File: src/rtl/scalar_register_bank.sv
// Scalar register file: NUM_REGS x DATA_WIDTH flops, two combinational read ports, one write port.
// Optional same-cycle write-to-read forwarding is enabled by defining SCALAR_REG_BANK_BYPASS_EN.
`timescale 1ns/1ps
module scalar_register_bank #(
  parameter int unsigned DATA_WIDTH = 32,
  parameter int unsigned ADDR_WIDTH = 2
) (
  input  logic                  clk,
  input  logic                  rst,
  input  logic                  write_enable,
  input  logic [ADDR_WIDTH-1:0] rs1,
  input  logic [ADDR_WIDTH-1:0] rs2,
  input  logic [ADDR_WIDTH-1:0] rd,
  input  logic [DATA_WIDTH-1:0] write_data,
  output logic [DATA_WIDTH-1:0] ro1,
  output logic [DATA_WIDTH-1:0] ro2
);

  localparam int unsigned NUM_REGS = 2 ** ADDR_WIDTH;

  logic [DATA_WIDTH-1:0] regs_q [NUM_REGS];
  logic [NUM_REGS-1:0]   wr_sel;

  always_comb begin
    wr_sel = '0;
    if (write_enable) begin
      wr_sel[rd] = 1'b1;
    end
  end

  for (genvar g = 0; g < NUM_REGS; g++) begin : g_reg
    always_ff @(posedge clk or negedge rst) begin
      if (!rst) begin
        regs_q[g] <= '0;
      end else if (wr_sel[g]) begin
        regs_q[g] <= write_data;
      end
    end
  end

`ifdef SCALAR_REG_BANK_BYPASS_EN
  // rst gates the forward so reads show the cleared state while reset is held.
  logic fwd_ok;
  assign fwd_ok = write_enable && rst;

  always_comb begin
    ro1 = regs_q[rs1];
    ro2 = regs_q[rs2];
    if (fwd_ok && (rs1 == rd)) begin
      ro1 = write_data;
    end
    if (fwd_ok && (rs2 == rd)) begin
      ro2 = write_data;
    end
  end
`else
  always_comb begin
    ro1 = regs_q[rs1];
    ro2 = regs_q[rs2];
  end
`endif

endmodule

File: config.mk
export PLATFORM = sky130hd
export DESIGN_NAME = scalar_register_bank
export DESIGN_NICKNAME = d
export VERILOG_FILES = /design/src/rtl/scalar_register_bank.sv
export SDC_FILE = /design/constraint.sdc
export NUM_CORES = 1
export LEC_CHECK = 0
export BUFFER_PORTS_ARGS = -buffer_cell sky130_fd_sc_hd__buf_2
export CAP_MARGIN = 10
export CORE_ASPECT_RATIO = 0.6
export CORE_MARGIN = 1.5
export CORE_UTILIZATION = 56
export DETAILED_ROUTE_END_ITERATION = 10
export GPL_TIMING_DRIVEN = 0
export PLACE_DENSITY = 0.79
export SYNTH_ARGS = -nofsm -noshare
export SYNTH_HDL_FRONTEND = slang
export SYNTH_SLANG_ARGS = --single-unit
File: constraint.sdc
create_clock -name clk -period 1.7 [get_ports clk]
set_clock_uncertainty 0.2 [all_clocks]
set_input_delay 0.255 -clock clk [delete_from_list [all_inputs] [get_ports clk]]
set_output_delay 0.255 -clock clk [all_outputs]
set_load 0.05 [all_outputs]
==> reports/results.tsv, run 1 <==
stage	metric	value	unit
synthesis	Synth Net Count	391	
synthesis	Seq/Total Area, Yosys	0.5120	
floorplan	Cell Rows	29	
setup_path	critical path capture point type	primary output	
drt	first-pass iteration count of the detailed router	9	
drt	WL/cell	23.22	um
synthesis	ys async rst share	1.000	
floorplan	Top Ports	105	
clock_tree	clock-pin slew on the worst setup and hold paths	50	ps
global_routing	GRT Resource Usage Total	0.2796	
setup_path	CP Launch Type	register	
synthesis	area leader, netlist	dfrtp_1	
setup_path	Reg2Reg Depth	2	
global_routing	global-route met1 utilization	0.3744	
synthesis	ys flop type	dfrtp_1	
floorplan	die height	84.87	um
hold_path	Hold Path Class	in2reg	
synthesis	cell with the most instances after synthesis	dfrtp_1	
setup_path	crit path kind	reg2out	
global_routing	global route total overflow	0	
placement	placed insts	592	
drt	Via Count	4082	
drt	Initial DRC Count	172	
floorplan	core area	0.01070	mm2
global_routing	largest net degree at the start of global routing	89	
setup_path	critical register-to-register path startpoint	regs_q[22]$_DFFE_PN0P_	
synthesis	#FFs+latches synth	128	
drt	vias per inst	6.175	
global_routing	GR met3 Demand/Resource	0.06885	
power_and_ir_drop	Leak	3.600	nW
synthesis	count of synthesis-stage warnings from yosys	0	
cells_and_area	filler instances	595	
timing	final worst-path setup slack	-246.7	ps
placement	routability cong.	0.7484	
cells_and_area	fin cells	661	
cells_and_area	number of flip-flops under the largest register name	128	
floorplan	Die Area	0.01184	mm2
global_routing	met2 Track Usage GR	0.4527	
synthesis	Yosys cell types	10	
drt	wirelength, routed	15.35	mm
timing	Rel. slew slack	0.7060	
status	failing checks	DRC, setup timing	
clock_tree	CTS tree	yes	
setup_path	CP max stage delay	510	ps
timing	Fin. Hold Viols	0	
floorplan	Die W	139.5	um
timing	Tcrit/Tclk final	1.145	
synthesis	Avg Inst Size Synth	17.87	um2
setup_path	CP startpoint	regs_q[21]$_DFFE_PN0P_	
timing	Worst-Margin Slew	441.0	ps
clock_tree	Sink Count	128	
setup_path	slowest CP cell	mux4_2	
synthesis	Gate Count Post-Synth	350	
drt	DRC viols	7	
global_routing	initial antenna violation count	0	
cells_and_area	NumNets Final	551	
global_routing	number of global-route vias before repair	4483	
clock_tree	H-tree levels	4	
timing	fmax	513.7	MHz
synthesis	Synth top area share	0.5120	
floorplan	Starting Density	0.5845	
synthesis	synthesized cell area	0.006256	mm2
timing	RSZ-0062 raised after global routing	yes	
job	max-cap violation count	0	
cells_and_area	share of layout cells above drive strength 1	0.6743	
setup_path	Worst R2R End	regs_q[22]$_DFFE_PN0P_	
cells_and_area	Area growth syn-to-layout	34.54	%
cells_and_area	n_diodes	0	
placement	Buffers on Ports	102	
global_routing	first-pass GRT wire length	24.50	mm
synthesis	Post-synth EDFFs	0	
synthesis	synth top area cells	dfrtp_1 51%, mux4_2 23%, mux2_2 23%, buf_2 1.1%, buf_4 0.72%	
timing	fin. max-slew vios	0	
timing	setup tns final	-13570	ps
timing	fin crit period	1947	ps
power_and_ir_drop	maximum VDD drop	0.8084	mV
placement	dpl hpwl	9.690	mm
setup_path	CP endpoint	ro2[21]	
clock_tree	clock root buffer	clkbuf_16	
global_routing	global route hottest layer	met2	
clock_tree	cts bufs inserted	17	
setup_path	critical path arrival	1490	ps
synthesis	top post-synthesis cells by count	128 x dfrtp_1, 126 x mux2_2, 64 x mux4_2	
timing	Hold WS	103.0	ps
clock_tree	clk_lat worst skew	400	ps
setup_path	Max FO, Critical Path	3	
clock_tree	clk buf depth	2	
status	status	complete, but fails checks	
setup_path	CP required	1240	ps
drt	post-route ant nets	0	
cells_and_area	Top reg by flops	regs_q	
power_and_ir_drop	Pwr Density	1402	mW/mm2
timing	final setup fails	64	
setup_path	R2R Setup Slk	580	ps
setup_path	CP cell instances	mux4_2 > buf_6	
cells_and_area	leading registers by flop count	regs_q x128	
how the worst min path moves through the flow:
stage                                       start                      end  slack (ps)  cells after the start
after floorplan                               rst    regs_q[0]$_DFFE_PN0P_        -240                      0
after global placement    regs_q[116]$_DFFE_PN0P_  regs_q[116]$_DFFE_PN0P_         290                      1
after detailed placement                      rst   regs_q[33]$_DFFE_PN0P_          -9                      1
after CTS                                   rd[0]  regs_q[127]$_DFFE_PN0P_          90                      3
after global routing                        rd[1]  regs_q[127]$_DFFE_PN0P_         100                      3
final                                       rd[0]  regs_q[111]$_DFFE_PN0P_         100                      3
critical path: cells and delay by family (launching register included):
family / cells / cell delay [ps]
buf+inv: 1 / 180
mux: 1 / 510
flops: 1 / 400
routing by layer:
| layer | wire (um) | vias up |
|---|---|---|
| met5 | 0 | - |
| met4 | 163 | 0 |
| met3 | 856 | 17 |
| met2 | 7828 | 139 |
| met1 | 6503 | 2217 |
| li1 | - | 1709 |
timing repair:
action                                  in CTS  in global routing
endpoints found under the hold margin      168                  0
buffers inserted                             0                  5
resized for setup                          134                  2
hold buffers                                33                  0
endpoints found under the setup margin      64                 64
layout by cell type, fill, tap and decap left out:
master           n
dfrtp_1        128
mux2_2         126
buf_6           65
mux4_2          64
buf_2           52
dlygate4sd3_1   33
clkbuf_16       17
buf_4           10
buf_8            6
clkbuf_8         5
clkbuf_1         4
bufinv_16        3
nand3b_1         2
mux2_1           2
clkinv_2         2
nor3b_2          1
nand3_1          1
buf_16           1
stage by stage:
stage,power [W],worst slack (ps),cell area [um2],util
floorplan,0.006600,13.93,6306,-
global placement,0.007251,-1406,6990,0.6531
detailed placement,0.007414,-458.9,7024,0.6562
CTS,0.01178,-264.1,8372,0.7821
global route,0.01220,-302.4,8417,0.7863
finish,0.01180,-246.7,8417,0.7863
layout make-up:
type                            instances  area [um2]  area share
Timing Repair Buffer                  141        1320      0.1568
Sequential cell                       128        3203      0.3806
Multi-Input combinational cell        196        2915      0.3464
Clock inverter                          5       100.1     0.01189
Tap cell                              139       173.9     0.02066
Clock buffer                           26       509.2     0.06050
Buffer                                 26       195.2     0.02319
power breakdown:
group | switching, W | internal [W] | leakage, nW | total [W]
Clock | 0.00124 | 0.00249 | 0.300 | 0.00373
Combinational | 0.00215 | 0.00184 | 1.79 | 0.00399
Sequential | 0.000436 | 0.00363 | 1.51 | 0.00407
Total | 0.00383 | 0.00797 | 3.60 | 0.0118
cell families (layout without fill, tap and decap cells):
logic type	Yosys count	count (layout)	share of synthesized area
buffers and inverters	26	198	0.02200
multiplexers	192	192	0.4608
flip-flops	128	128	0.5120
AND/OR/NAND/NOR	4	4	0.005198
Power figures use the tool's default switching activity.
==> run 2, diff against run 1 <==
--- a/config.mk
+++ b/config.mk
@@ -7,12 +7,14 @@
 export LEC_CHECK = 0
 export BUFFER_PORTS_ARGS = -buffer_cell sky130_fd_sc_hd__buf_2
 export CAP_MARGIN = 10
+export CELL_PAD_IN_SITES_DETAIL_PLACEMENT = 0
+export CELL_PAD_IN_SITES_GLOBAL_PLACEMENT = 1
 export CORE_ASPECT_RATIO = 0.6
 export CORE_MARGIN = 1.5
-export CORE_UTILIZATION = 56
+export CORE_UTILIZATION = 48
 export DETAILED_ROUTE_END_ITERATION = 10
 export GPL_TIMING_DRIVEN = 0
-export PLACE_DENSITY = 0.79
+export PLACE_DENSITY_LB_ADDON = 0.1
 export SYNTH_ARGS = -nofsm -noshare
 export SYNTH_HDL_FRONTEND = slang
 export SYNTH_SLANG_ARGS = --single-unit
==> run 2 against run 1 <==
Against the previous run: the flow finishes with violations (setup timing); utilization is 12 points lower; non-clock buffer count shrank 2; via count down 4.8%; global-route usage down 4.8 points; sequential share of layout area shrank 0.20 points; critical path depth did not move; critical path type unchanged; total power rose by 0.52%; largest cell class unchanged; die area increased by 16%.
==> reports/results.tsv, run 2 (synthesized netlist as in run 1, its figures left out) <==
stage	metric	value	unit	change
global_routing	initial antenna violation count	0		unchanged
cells_and_area	Finished Core Util	0.6625		was 0.7863
timing	fin crit period	1956	ps	was 1947 ps
floorplan	Cell Rows	32		was 29
cells_and_area	filler instances	926		was 595
setup_path	Max FO, Critical Path	3		unchanged
floorplan	Top Ports	105		unchanged
clock_tree	clk buf depth	2		unchanged
clock_tree	clock-pin slew on the worst setup and hold paths	60	ps	was 50 ps
cells_and_area	Top reg by flops	regs_q		unchanged
placement	routability cong.	0.7284		was 0.7484
clock_tree	clk_lat worst skew	400	ps	about the same
setup_path	critical path capture point type	primary output		unchanged
setup_path	crit path kind	reg2out		unchanged
drt	Via Count	3887		was 4,082
timing	Rel. slew slack	0.6860		was 0.7060
global_routing	first-pass GRT wire length	23.58	mm	was 24.50 mm
setup_path	CP Launch Type	register		unchanged
global_routing	number of global-route vias before repair	4362		was 4,483
floorplan	Starting Density	0.4898		was 0.5845
drt	Initial DRC Count	176		was 172
floorplan	Die Area	0.01375	mm2	was 0.01184 mm2
power_and_ir_drop	Pwr Density	1401	mW/mm2	was 1402 mW/mm2
timing	RSZ-0062 raised after global routing	yes		unchanged
placement	Buffers on Ports	102		unchanged
global_routing	largest net degree at the start of global routing	94		was 89
cells_and_area	Area growth syn-to-layout	35.26	%	was 34.54%
power_and_ir_drop	maximum VDD drop	0.6421	mV	was 0.8084 mV
drt	WL/cell	20.82	um	was 23.22 um
drt	DRC viols	0		was 7
cells_and_area	most common cell after layout, fill and taps aside	dfrtp_1		unchanged
drt	wirelength, routed	14.39	mm	was 15.35 mm
placement	placed insts	623		was 592
floorplan	Die W	150.4	um	was 139.5 um
drt	first-pass iteration count of the detailed router	4		was 9
floorplan	core area	0.01277	mm2	was 0.01070 mm2
timing	fin. max-slew vios	0		unchanged
hold_path	Hold Path Class	in2async		was in2reg
floorplan	die height	91.43	um	was 84.87 um
drt	post-route ant nets	0		unchanged
cells_and_area	multi-input logic area	0.002915	mm2	unchanged
clock_tree	Sink Count	128		unchanged
clock_tree	CTS tree	yes		unchanged
placement	Setup WS pre-CTS	-455.6	ps	was -458.9 ps
setup_path	critical path arrival	1500	ps	was 1490 ps
drt	vias per inst	5.625		was 6.175
timing	Worst-Margin Slew	471.0	ps	was 441.0 ps
cells_and_area	leading registers by flop count	regs_q x128		unchanged
cells_and_area	fin cells	691		was 661
cells_and_area	most frequent cells in the layout	128 x dfrtp_1, 126 x mux2_2, 66 x buf_6		was 128 x dfrtp_1, 126 x mux2_2, 65 x buf_6
timing	final worst-path setup slack	-255.8	ps	was -246.7 ps
status	status	complete, but fails checks		unchanged
timing	Tcrit/Tclk final	1.150		was 1.145
clock_tree	clock root buffer	clkbuf_16		unchanged
cells_and_area	NumNets Final	549		was 551
placement	dpl hpwl	9.545	mm	was 9.690 mm
clock_tree	H-tree levels	4		unchanged
cells_and_area	number of flip-flops under the largest register name	128		unchanged
status	failing checks	setup timing		was DRC, setup timing
cells_and_area	design area	0.008462	mm2	was 0.008417 mm2
timing	fmax	511.3	MHz	was 513.7 MHz
placement	Placed Instance Area	0.007063	mm2	was 0.007024 mm2
cells_and_area	share of layout cells above drive strength 1	0.6814		was 0.6743
cells_and_area	n_diodes	0		unchanged
setup_path	R2R Setup Slk	480	ps	was 580 ps
job	max-cap violation count	0		unchanged
setup_path	CP required	1240	ps	about the same
timing	Fin. Hold Viols	0		unchanged
power_and_ir_drop	Leak	3.589	nW	was 3.600 nW
global_routing	GRT Resource Usage Total	0.2321		was 0.2796
cells_and_area	register area	0.003203	mm2	unchanged
clock_tree	cts bufs inserted	17		unchanged
global_routing	global route total overflow	0		unchanged
timing	final setup fails	64		unchanged
[run 2: cell count changes in the layout (fill, tap and decap cells not counted), moves of 2 or more]
cell        delta
clkbuf_8       -5
clkbuf_1       -4
clkinv_4       +4
clkinvlp_4     +3
inv_6          +3
buf_4          -2
[run 2: repair_timing]
item,4_1_cts,5_1_grt
resized for setup,135,0
hold endpoints to repair,256,0
gates cloned,0,0
buffers inserted,1,2
hold buffers,33,0
setup endpoints to repair,64,64
[run 2: path summary, 6_finish.rpt]
check | from | end | cells past startpoint
worst min register to register | regs_q[115]$_DFFE_PN0P_ | regs_q[115]$_DFFE_PN0P_ | 1
max in group asynchronous | rst | regs_q[60]$_DFFE_PN0P_ | 3
min in group clk | rd[0] | regs_q[127]$_DFFE_PN0P_ | 3
worst max-delay path | regs_q[1]$_DFFE_PN0P_ | ro1[1] | 2
worst min-delay path | rst | regs_q[112]$_DFFE_PN0P_ | 2
worst max register to register | regs_q[11]$_DFFE_PN0P_ | regs_q[11]$_DFFE_PN0P_ | 3
[run 2: report_power, final]
part	leakage (nW)	switching (W)	internal [W]	total (W)
sequential	1.51	0.000408	0.00363	0.00404
combinational	1.77	0.00211	0.00182	0.00393
clock	0.300	0.00142	0.00247	0.00389
[run 2: metrics by stage]
step                hold WS, ps  total power [W]  TNS (ps)
global route              121.6          0.01235    -16040
finish                    103.1          0.01186    -13510
floorplan                -240.6         0.006600         0
detailed placement       -23.53         0.007395    -25850
global placement          292.7         0.007276   -216480
CTS                       93.85          0.01194    -14490
[run 2: per-layer routing]
layer / routed length (um) / up-vias / share of wire / global-route usage
li1: - / 1702 / - / -
met1: 6407 / 2060 / 0.45 / 0.3196
met2: 7075 / 110 / 0.49 / 0.3696
met3: 761 / 15 / 0.053 / 0.05528
met4: 140 / 0 / 0.0097 / 0.06536
met5: 0 / - / 0 / 0
[run 2: cell type report]
| type | instances | share of cell area |
|---|---|---|
| clock buffers | 17 | 0.05027 |
| clock inverters | 15 | 0.02469 |
| repair buffers | 139 | 0.1538 |
| flip-flops and latches | 128 | 0.3785 |
| plain buffers | 26 | 0.02307 |
| well taps | 170 | 0.02514 |
| multi-input cells | 196 | 0.3445 |
[run 2: critical path: stages, from the launching register on]
cell and delay, ps:
dfrtp_1 400, mux4_2 520, buf_6 180
